**src/rtl/maze_grid_mem.sv**
```systemverilog
// Maze grid store: W x H cells, one bit per cell (1 = wall, 0 = free).
// The write side serves the loader/editor. The read side serves the path-search
// controller with a registered single-cell or 4-neighbour read. A hardware
// clear/fill sweep writes one full row per cycle while busy is high.
module maze_grid_mem #(
  parameter int    W         = 16,
  parameter int    H         = 16,
  parameter int    XW        = 5,
  parameter int    YW        = 5,
  parameter string INIT_FILE = "maze_map.txt"
) (
  input  logic          clk,
  input  logic          rst,
  input  logic [XW-1:0] x,
  input  logic [YW-1:0] y,
  input  logic          rd,
  input  logic          nbr,
  input  logic          wr,
  input  logic          d_in,
  input  logic          clr,
  input  logic          clr_val,
  output logic          d_out,
  output logic [3:0]    nbr_out,
  output logic          oob,
  output logic          rd_valid,
  output logic          busy
);

  localparam int XIW = $clog2(W);
  localparam int YIW = $clog2(H);

  // Coordinates carry one extra bit so x+1 and y+1 never wrap back into the
  // grid, and x-1 / y-1 from 0 become all-ones, which is always out of range.
  localparam logic [XW:0]   W_X      = (XW+1)'(W);
  localparam logic [YW:0]   H_Y      = (YW+1)'(H);
  localparam logic [XW:0]   X_ONE    = {{XW{1'b0}}, 1'b1};
  localparam logic [YW:0]   Y_ONE    = {{YW{1'b0}}, 1'b1};
  localparam logic [YW-1:0] ROW_ONE  = {{(YW-1){1'b0}}, 1'b1};
  localparam logic [YW-1:0] LAST_ROW = YW'(H - 1);

  typedef enum logic {
    S_IDLE,
    S_SWEEP
  } state_e;

  state_e        state_q, state_d;
  logic [YW-1:0] row_q, row_d;
  logic          fill_q, fill_d;

  logic [W-1:0]  mem_q [H];

  logic          d_out_q;
  logic [3:0]    nbr_out_q;
  logic          oob_q;
  logic          rd_valid_q;

  logic [XW:0]   xc, xe, xw;
  logic [YW:0]   yc, yn, ys;
  logic          in_bounds;
  logic          centre_val;
  logic [3:0]    nbr_val;
  logic          busy_w;
  logic          clr_acc;
  logic          rd_acc;
  logic          wr_acc;

  // Cell lookup with the grid edge treated as wall.
  function automatic logic cell_at(input logic [XW:0] cx, input logic [YW:0] cy);
    logic v;
    v = 1'b1;
    if ((cx < W_X) && (cy < H_Y)) begin
      v = mem_q[cy[YIW-1:0]][cx[XIW-1:0]];
    end
    return v;
  endfunction

  assign xc = {1'b0, x};
  assign yc = {1'b0, y};
  assign xe = xc + X_ONE;
  assign xw = xc - X_ONE;
  assign yn = yc - Y_ONE;
  assign ys = yc + Y_ONE;

  assign busy_w    = (state_q == S_SWEEP);
  assign in_bounds = (xc < W_X) && (yc < H_Y);

  // A clear wins over a same-cycle read or write; nothing is accepted while sweeping.
  assign clr_acc = clr & ~busy_w;
  assign rd_acc  = rd  & ~busy_w & ~clr;
  assign wr_acc  = wr  & ~busy_w & ~clr & in_bounds;

  // Read data from current (pre-write) contents; an out-of-grid centre reads as all walls.
  always_comb begin
    centre_val = cell_at(xc, yc);
    nbr_val    = 4'b1111;
    if (in_bounds) begin
      nbr_val = {cell_at(xc, yn), cell_at(xe, yc), cell_at(xc, ys), cell_at(xw, yc)};
    end
  end

  // Sweep FSM next state: one row per busy cycle, back to idle after the last row.
  always_comb begin
    state_d = state_q;
    row_d   = row_q;
    fill_d  = fill_q;
    case (state_q)
      S_IDLE: begin
        if (clr_acc) begin
          state_d = S_SWEEP;
          row_d   = '0;
          fill_d  = clr_val;
        end
      end
      S_SWEEP: begin
        if (row_q == LAST_ROW) begin
          state_d = S_IDLE;
          row_d   = '0;
        end else begin
          row_d = row_q + ROW_ONE;
        end
      end
      default: begin
        state_d = S_IDLE;
        row_d   = '0;
      end
    endcase
  end

  // Sweep FSM state register; reset aborts a sweep in progress.
  always_ff @(posedge clk) begin
    if (rst) begin
      state_q <= S_IDLE;
      row_q   <= '0;
      fill_q  <= 1'b0;
    end else begin
      state_q <= state_d;
      row_q   <= row_d;
      fill_q  <= fill_d;
    end
  end

  // Cell storage: sweep row fill or a single accepted write (rows already swept survive a reset).
  always_ff @(posedge clk) begin
    if (busy_w) begin
      mem_q[row_q[YIW-1:0]] <= {W{fill_q}};
    end else if (wr_acc) begin
      mem_q[y[YIW-1:0]][x[XIW-1:0]] <= d_in;
    end
  end

  // Registered read port with one-cycle valid strobe; outputs hold between reads.
  always_ff @(posedge clk) begin
    if (rst) begin
      d_out_q    <= 1'b0;
      nbr_out_q  <= 4'b0000;
      oob_q      <= 1'b0;
      rd_valid_q <= 1'b0;
    end else begin
      rd_valid_q <= rd_acc;
      if (rd_acc) begin
        d_out_q <= centre_val;
        oob_q   <= ~in_bounds;
        if (nbr) begin
          nbr_out_q <= nbr_val;
        end
      end
    end
  end

  assign d_out    = d_out_q;
  assign nbr_out  = nbr_out_q;
  assign oob      = oob_q;
  assign rd_valid = rd_valid_q;
  assign busy     = busy_w;

endmodule

```
**config.mk**
```make
export PLATFORM = sky130hd
export DESIGN_NAME = maze_grid_mem
export DESIGN_NICKNAME = d
export VERILOG_FILES = /design/src/rtl/maze_grid_mem.sv
export SDC_FILE = /design/constraint.sdc
export NUM_CORES = 1
export LEC_CHECK = 0
export CORE_ASPECT_RATIO = 1.4
export CORE_MARGIN = 2
export CORE_UTILIZATION = 64
export CTS_CLUSTER_SIZE = 14
export DETAILED_ROUTE_END_ITERATION = 6
export PLACE_DENSITY = 0.81
export SLEW_MARGIN = 20
export SYNTH_ARGS = -nofsm -noshare
export SYNTH_HDL_FRONTEND = slang
export SYNTH_SLANG_ARGS = --single-unit
```
**constraint.sdc**
```tcl
create_clock -name clk -period 5.8 [get_ports clk]
set_clock_uncertainty 0.15 [all_clocks]
set_input_delay 0.87 -clock clk [delete_from_list [all_inputs] [get_ports clk]]
set_output_delay 0.87 -clock clk [all_outputs]
set_load 0.005 [all_outputs]
```
# Word level (Yosys, flattened, before mapping)
# Memories as Yosys holds them, arrays and structs flattened.
# Index checks and enable logic that the tools add are counted.
word_totals:
  output_inout_bits: 8
  n_memories: 1
  inputBits: 18
  regBits: 14
  mem_bits_rw: 256
classes:
  eq_ne: 2
  n_mux: 32
  n_bitwise: 9
  order_cmp: 10
  n_reduce_logical: 9
  addsub: 5
memory_table:
  columns: ["name", "depth", "width", "read_ports", "rd_ports_with_merged_regs", "wr", "line", "rtl"]
  rows:
  - ["mem_q", 16, 16, 3, 0, 1, "50", "logic [W-1:0] mem_q [H];"]
op_table:
  columns: ["op", "count"]
  rows:
  - ["2-to-1 mux 16 bit", 3]
  - ["< comparator 6 x 5 -> 1 bit (second input constant)", 4]
  - ["binary-select mux 1 bit (select 4 bit)", 5]
  - ["2-to-1 mux 1 bit", 17]
  - ["OR reduction 16 bit", 1]
  - ["< comparator 4 x 5 -> 1 bit (second input constant)", 3]
  - ["adder 5 x 1 -> 6 bit (second input constant)", 2]
  - ["subtractor 5 x 1 -> 6 bit (second input constant)", 2]
  - ["< comparator 5 bit (second input constant)", 2]
  - ["2-to-1 mux 5 bit", 2]
  - ["case mux 5 bit (2 select lines)", 1]
  - ["2-to-1 mux 4 bit", 2]
  - ["AND 1 bit", 6]
  - ["logical AND 1 bit", 6]
  - ["adder 5 x 1 -> 5 bit (second input constant)", 1]
  - ["equality test 5 x 4 -> 1 bit (second input constant)", 1]
  - ["demux 1 bit (select 4 bit)", 1]
  - [">= comparator 4 x 1 -> 1 bit (second input constant)", 1]
  - ["AND reduction 2 bit", 2]
  - ["NOT 1 bit", 3]
  - ["inequality test 2 bit (second input constant)", 1]
  - ["case mux 1 bit (2 select lines)", 1]

# Depth between registers and ports, before layout
logic_depth:
  ltp_word: 9
  depth_mapped: 18

# Worst setup path before layout
# OpenSTA, ideal clock, no wires.
synth_timing:
  path_kind: "input to register"
  startpoint: "input x[0]"
  endpoint: "memory mem_q[0][0] (data pin)"
  path_slack_ns: 0.621
  setup_ns: 0.556
  path_buffers: 3
  arrival_ns: 4.473
  cell_stages: 7
  cell_sequence: "inv_2 buf_1 clkbuf_1 ha_1 o41ai_2 clkbuf_1 mux2_2"
synth_via:
  elab_chain_cells: 8
  elab_cells_between_ends: 13
  cone_classes: "order compare (3); mux (6); bitwise (1); reduce/logical (3)"
synth_rtl:
  columns: ["element", "line", "rtl"]
  rows:
  - ["from (decl)", "14", "input logic [XW-1:0] x,"]
  - ["< comparator 5 bit", "85", "assign in_bounds = (xc < W_X) && (yc < H_Y);"]
  - ["logical AND 1 bit", "85", null]
  - ["AND 1 bit", "90", "assign wr_acc = wr & ~busy_w & ~clr & in_bounds;"]
  - ["2-to-1 mux 1 bit", "146", "end else if (wr_acc) begin"]
  - ["2-to-1 mux 1 bit", "144", "if (busy_w) begin"]
  - ["2-to-1 mux 16 bit (not written as such) (*)", "147", "mem_q[y[YIW-1:0]][x[XIW-1:0]] <= d_in;"]
  - ["OR reduction 16 bit (no line) (*)", null, null]
  - ["2-to-1 mux 16 bit (no line) (*)", null, null]
  - ["to (decl)", "50", null]
# Every way passes the cells marked *; elsewhere a longest branch is shown, timed or not.

# Worst setup path in the final report
layout_timing:
  startpoint: "input y[0]"
  endpoint: "register nbr_out_q[1] (netlist: nbr_out[1])"
layout_via:
  elab_chain_cells: 6
  elab_cells_between_ends: 10
  cone_classes: "add/sub (1); order compare (2); mux (4); reduce/logical (2); memory (1)"
layout_rtl:
  columns: ["element", "line", "rtl"]
  rows:
  - ["from (decl)", "15", "input logic [YW-1:0] y,"]
  - ["adder 5 x 1 -> 6 bit", "82", "assign ys = yc + Y_ONE;"]
  - ["memory read (16 x 16 bit)", null, null]
  - ["binary-select mux 1 bit (select 4 bit)", "72", "v = mem_q[cy[YIW-1:0]][cx[XIW-1:0]];"]
  - ["2-to-1 mux 1 bit (not written as such)", "72", null]
  - ["2-to-1 mux 1 bit", "71", "if ((cx < W_X) && (cy < H_Y)) begin"]
  - ["2-to-1 mux 4 bit (*)", "96", "if (in_bounds) begin"]
  - ["to (signal assigned)", "164", "nbr_out_q <= nbr_val;"]
  - ["to (decl)", "53", "logic [3:0] nbr_out_q;"]
# Every way passes the cells marked *; elsewhere a longest branch is shown, timed or not. The select of a mux whose other input is x is not followed.
# A chain may end at the register's enable or synchronous reset.

==> results.json <==
{
  "ant_nets": 0,
  "setup-tns-final_ns": 0,
  "fin_hold_ws_ns": 0.376,
  "cpPeakStageDelay_ns": 0.74,
  "ctsHoldBuffers": 0,
  "clock_path_buffers": 3,
  "maxCapViolCount": 0,
  "grt_pass1_vias": 11700,
  "ys_top_cells_by_area": "edfxtp_1 45%, mux4_2 28%, nor2_1 6.4%",
  "finalHoldViolations": 0,
  "io_buffers": 25,
  "clkSlewWorstSetupHoldPaths_ns": 0.06,
  "crit_path_end_kind": "flip-flop",
  "p_leak_nw": 6.11,
  "min_path_type": "flip-flop to flip-flop",
  "pwr-share-seq_pct": 46.0,
  "drt_pass1_iterations": 6,
  "dieArea_mm2": 0.0278,
  "avgSynthCellArea_um2": 14.0,
  "total_power_mw": 4.74,
  "worst_ir_drop_vdd_mv": 0.238,
  "synth_top_flop_cell": "edfxtp_1",
  "yosysTopAreaCellShare_pct": 45.4,
  "startpoint_type": "input pin",
  "pre_cts_ws_ns": 0.943,
  "rows": 70,
  "fin_crit_ns": 4.31,
  "io-pin-count": 26,
  "wl_um": 46000,
  "async_reset_ff_share_pct": 0,
  "critPathMaxFanout": 57,
  "sw_frac_of_total_pct": 25.0,
  "p_switching_mw": 1.18,
  "setup_viol": 0,
  "ys_ff_latch": 270,
  "syn_area_mm2": 0.0169,
  "drive_above_1_share_pct": 29.5,
  "syn_nets": 1234,
  "dp_hpwl_um": 30500,
  "p_int_mw": 3.55,
  "fmax_mhz": 232,
  "drt_iter0_markers": 1532,
  "status": "complete, no violations",
  "drc": 0,
  "track_usage_pct": 34.1,
  "grt_pass1_wl_um": 70200,
  "root_buffer": "clkbuf_16",
  "yosysSeqAreaShare_pct": 47.0,
  "vias": 11600,
  "post-cts-setup-buffers": 0,
  "path_common_cell": "mux2i_1",
  "rsz0062_at_grt": "false",
  "globalRoute.totalOverflow": 0,
  "cp_data_arrival_time_ns": 4.56,
  "gp_congestion": 0.987,
  "grt_max_degree": 205,
  "numCtsBuffers": 26,
  "insertion_delay_ns": 0.55,
  "die_width_um": 142,
  "antenna_found_initial": 0,
  "area_delta_synth_final_pct": 8.71,
  "clkPwrFrac_pct": 36.8,
  "powerDensity_mw_per_mm2": 257,
  "crit_chain": "buf_8, inv_1, ha_4, buf_12, mux4_2, mux2i_1, mux2i_1, o21ai_0, nor4_1, o41ai_1, a311oi_1",
  "ys_warn_count": 0,
  "initial_utilization_pct": 64.9,
  "finalNetCount": 1236,
  "yosysTopAreaCell": "edfxtp_1",
  "routed_via_density": 7.50,
  "worst_pin_slew_ns": 1.04,
  "slowest_stage": "ha_4",
  "instances_no_fill": 1552,
  "coreArea_mm2": 0.0261,
  "post-place-cells": 1505,
  "cts_max_level": 1,
  "worst_ep_required_time_ns": 6.05,
  "postSynthCellCount": 1208,
  "die_h_um": 197,
  "cts_tree": "built",
  "layout_setup_ws_ns": 1.49,
  "slew_viol_final": 0,
  "power_frac_comb_pct": 17.2,
  "slew_headroom_pct": 30.6,
  "cts.sinks": 270,
  "diodes": 0,
  "wl_per_cell_um": 29.6,
  "ctsResizeCount": 0,
  "crit_type": "input pin to flip-flop",
  "fin_crit_sh_pct": 74.3,
  "synth_edf_count": 256,
  "ys_types": 59
}
==> cell families (layout without fill, tap and decap cells) <==
logic type                 Yosys count  count (layout)  synth area share (%)
and+or+nand+nor                    410             410                  10.1
AOI/OAI and AO/OA                   83              83                  3.40
buffers and inverters              124             144                  4.00
DFF                                270             270                  47.0
adders and majority gates            8               8                 0.591
muxes                              304             304                  34.4
xor gates and xnor gates             9               9                 0.510
==> final timing paths <==
kind                        end  from  slack, ns  cells past startpoint
setup reg to reg  mem_q[12][10]  busy       2.14                     10
hold reg to reg             oob   oob       0.38                      2
hold / removal              oob   oob       0.38                      2
setup / recovery     nbr_out[1]  y[0]       1.49                     11
==> layout by cell type, fill, tap and decap left out, types with 5 or more instances in the layout <==
| master | n |
|---|---|
| a2111oi_0 | 5 |
| dfxtp_1 | 14 |
| nand2_1 | 53 |
| a211oi_1 | 7 |
| nand4_1 | 7 |
| nor2b_1 | 5 |
| a31oi_1 | 17 |
| ha_1 | 7 |
| nor3_1 | 10 |
| clkdlybuf4s50_1 | 22 |
| edfxtp_1 | 256 |
| nor2_1 | 288 |
| o31ai_1 | 6 |
| mux4_2 | 210 |
| mux4_1 | 7 |
| o21ai_0 | 7 |
| mux2i_1 | 52 |
| and3_1 | 7 |
| mux2_2 | 34 |
| buf_4 | 62 |
| a311oi_1 | 7 |
| a21oi_1 | 19 |
| inv_1 | 6 |
| clkbuf_16 | 27 |
| nand3_1 | 14 |
| clkbuf_1 | 6 |
==> synthesized netlist by cell type, types with 2 or more instances <==
master and n:
a2111oi_0 5, a211oi_1 7, a21oi_1 19, a311oi_1 7, a31oi_1 18, a41oi_1 2
and2_0 2, and2_1 3, and3_1 7, buf_1 3, buf_12 2, buf_2 35
buf_4 15, buf_6 9, clkbuf_1 51, dfxtp_1 14, edfxtp_1 256, ha_1 8
inv_1 6, inv_2 2, mux2_2 35, mux2i_1 52, mux4_1 7, mux4_2 210
nand2_1 53, nand2b_1 2, nand3_1 14, nand3b_1 4, nand4_1 7, nor2_1 288
nor2b_1 5, nor3_1 10, nor3b_1 4, nor4_1 3, nor4b_1 2, o21ai_0 7
o31ai_1 6, xnor2_1 4, xor2_1 4
==> layout make-up <==
class	instances	area [um2]
Sequential cell	270	7970
Clock buffer	33	698
Multi-Input combinational cell	814	8370
Tap cell	324	405
Timing Repair Buffer	90	778
Clock inverter	13	166
Inverter	8	30.0
Fill cell	1726	7680
==> layer usage <==
layer  vias to the layer above  global-route usage, %  routed length [um]
li1                       4778                      -                   -
met2                       819                   56.9               22900
met3                       205                   6.20                5070
met4                         0                   19.4                3220
met5                         -                      0                   0
met1                      5840                   42.3               14800
==> worst max-delay path, delay by kind of cell <==
kind,cells,cell delay [ns]
AO/OA/AOI/OAI,3,0.82
adder cells (fa/ha/maj),1,0.74
buffers and inverters,3,1.02
multiplexers,3,0.83
AND/OR/NAND/NOR,1,0.18
==> power groups by stage <==
stage | clock [mW] | combinational (mW) | sequential (mW)
global route | 1.82 | 0.857 | 2.18
finish | 1.74 | 0.815 | 2.18
CTS | 1.75 | 0.804 | 2.18
detailed placement | 0 | 0.800 | 2.22
global placement | 0 | 0.787 | 2.22
floorplan | 0 | 0.579 | 2.22
==> sequential cells by signal, summed over array words and instances, names as in the netlist <==
name      flops
mem_q       256
row_q         5
busy          1
rd_valid      1
oob           1
d_out         1
nbr_out       4
fill_q        1
==> stage by stage <==
stage          area, um2  utilization [%]
2_1_floorplan      16900                -
4_1_cts            18400             70.5
3_5_place_dp       17500             67.2
5_1_grt            18400             70.6
3_3_place_gp       17500             67.1
6_report           18400             70.6
No activity file was read; power rests on OpenSTA's default activity.
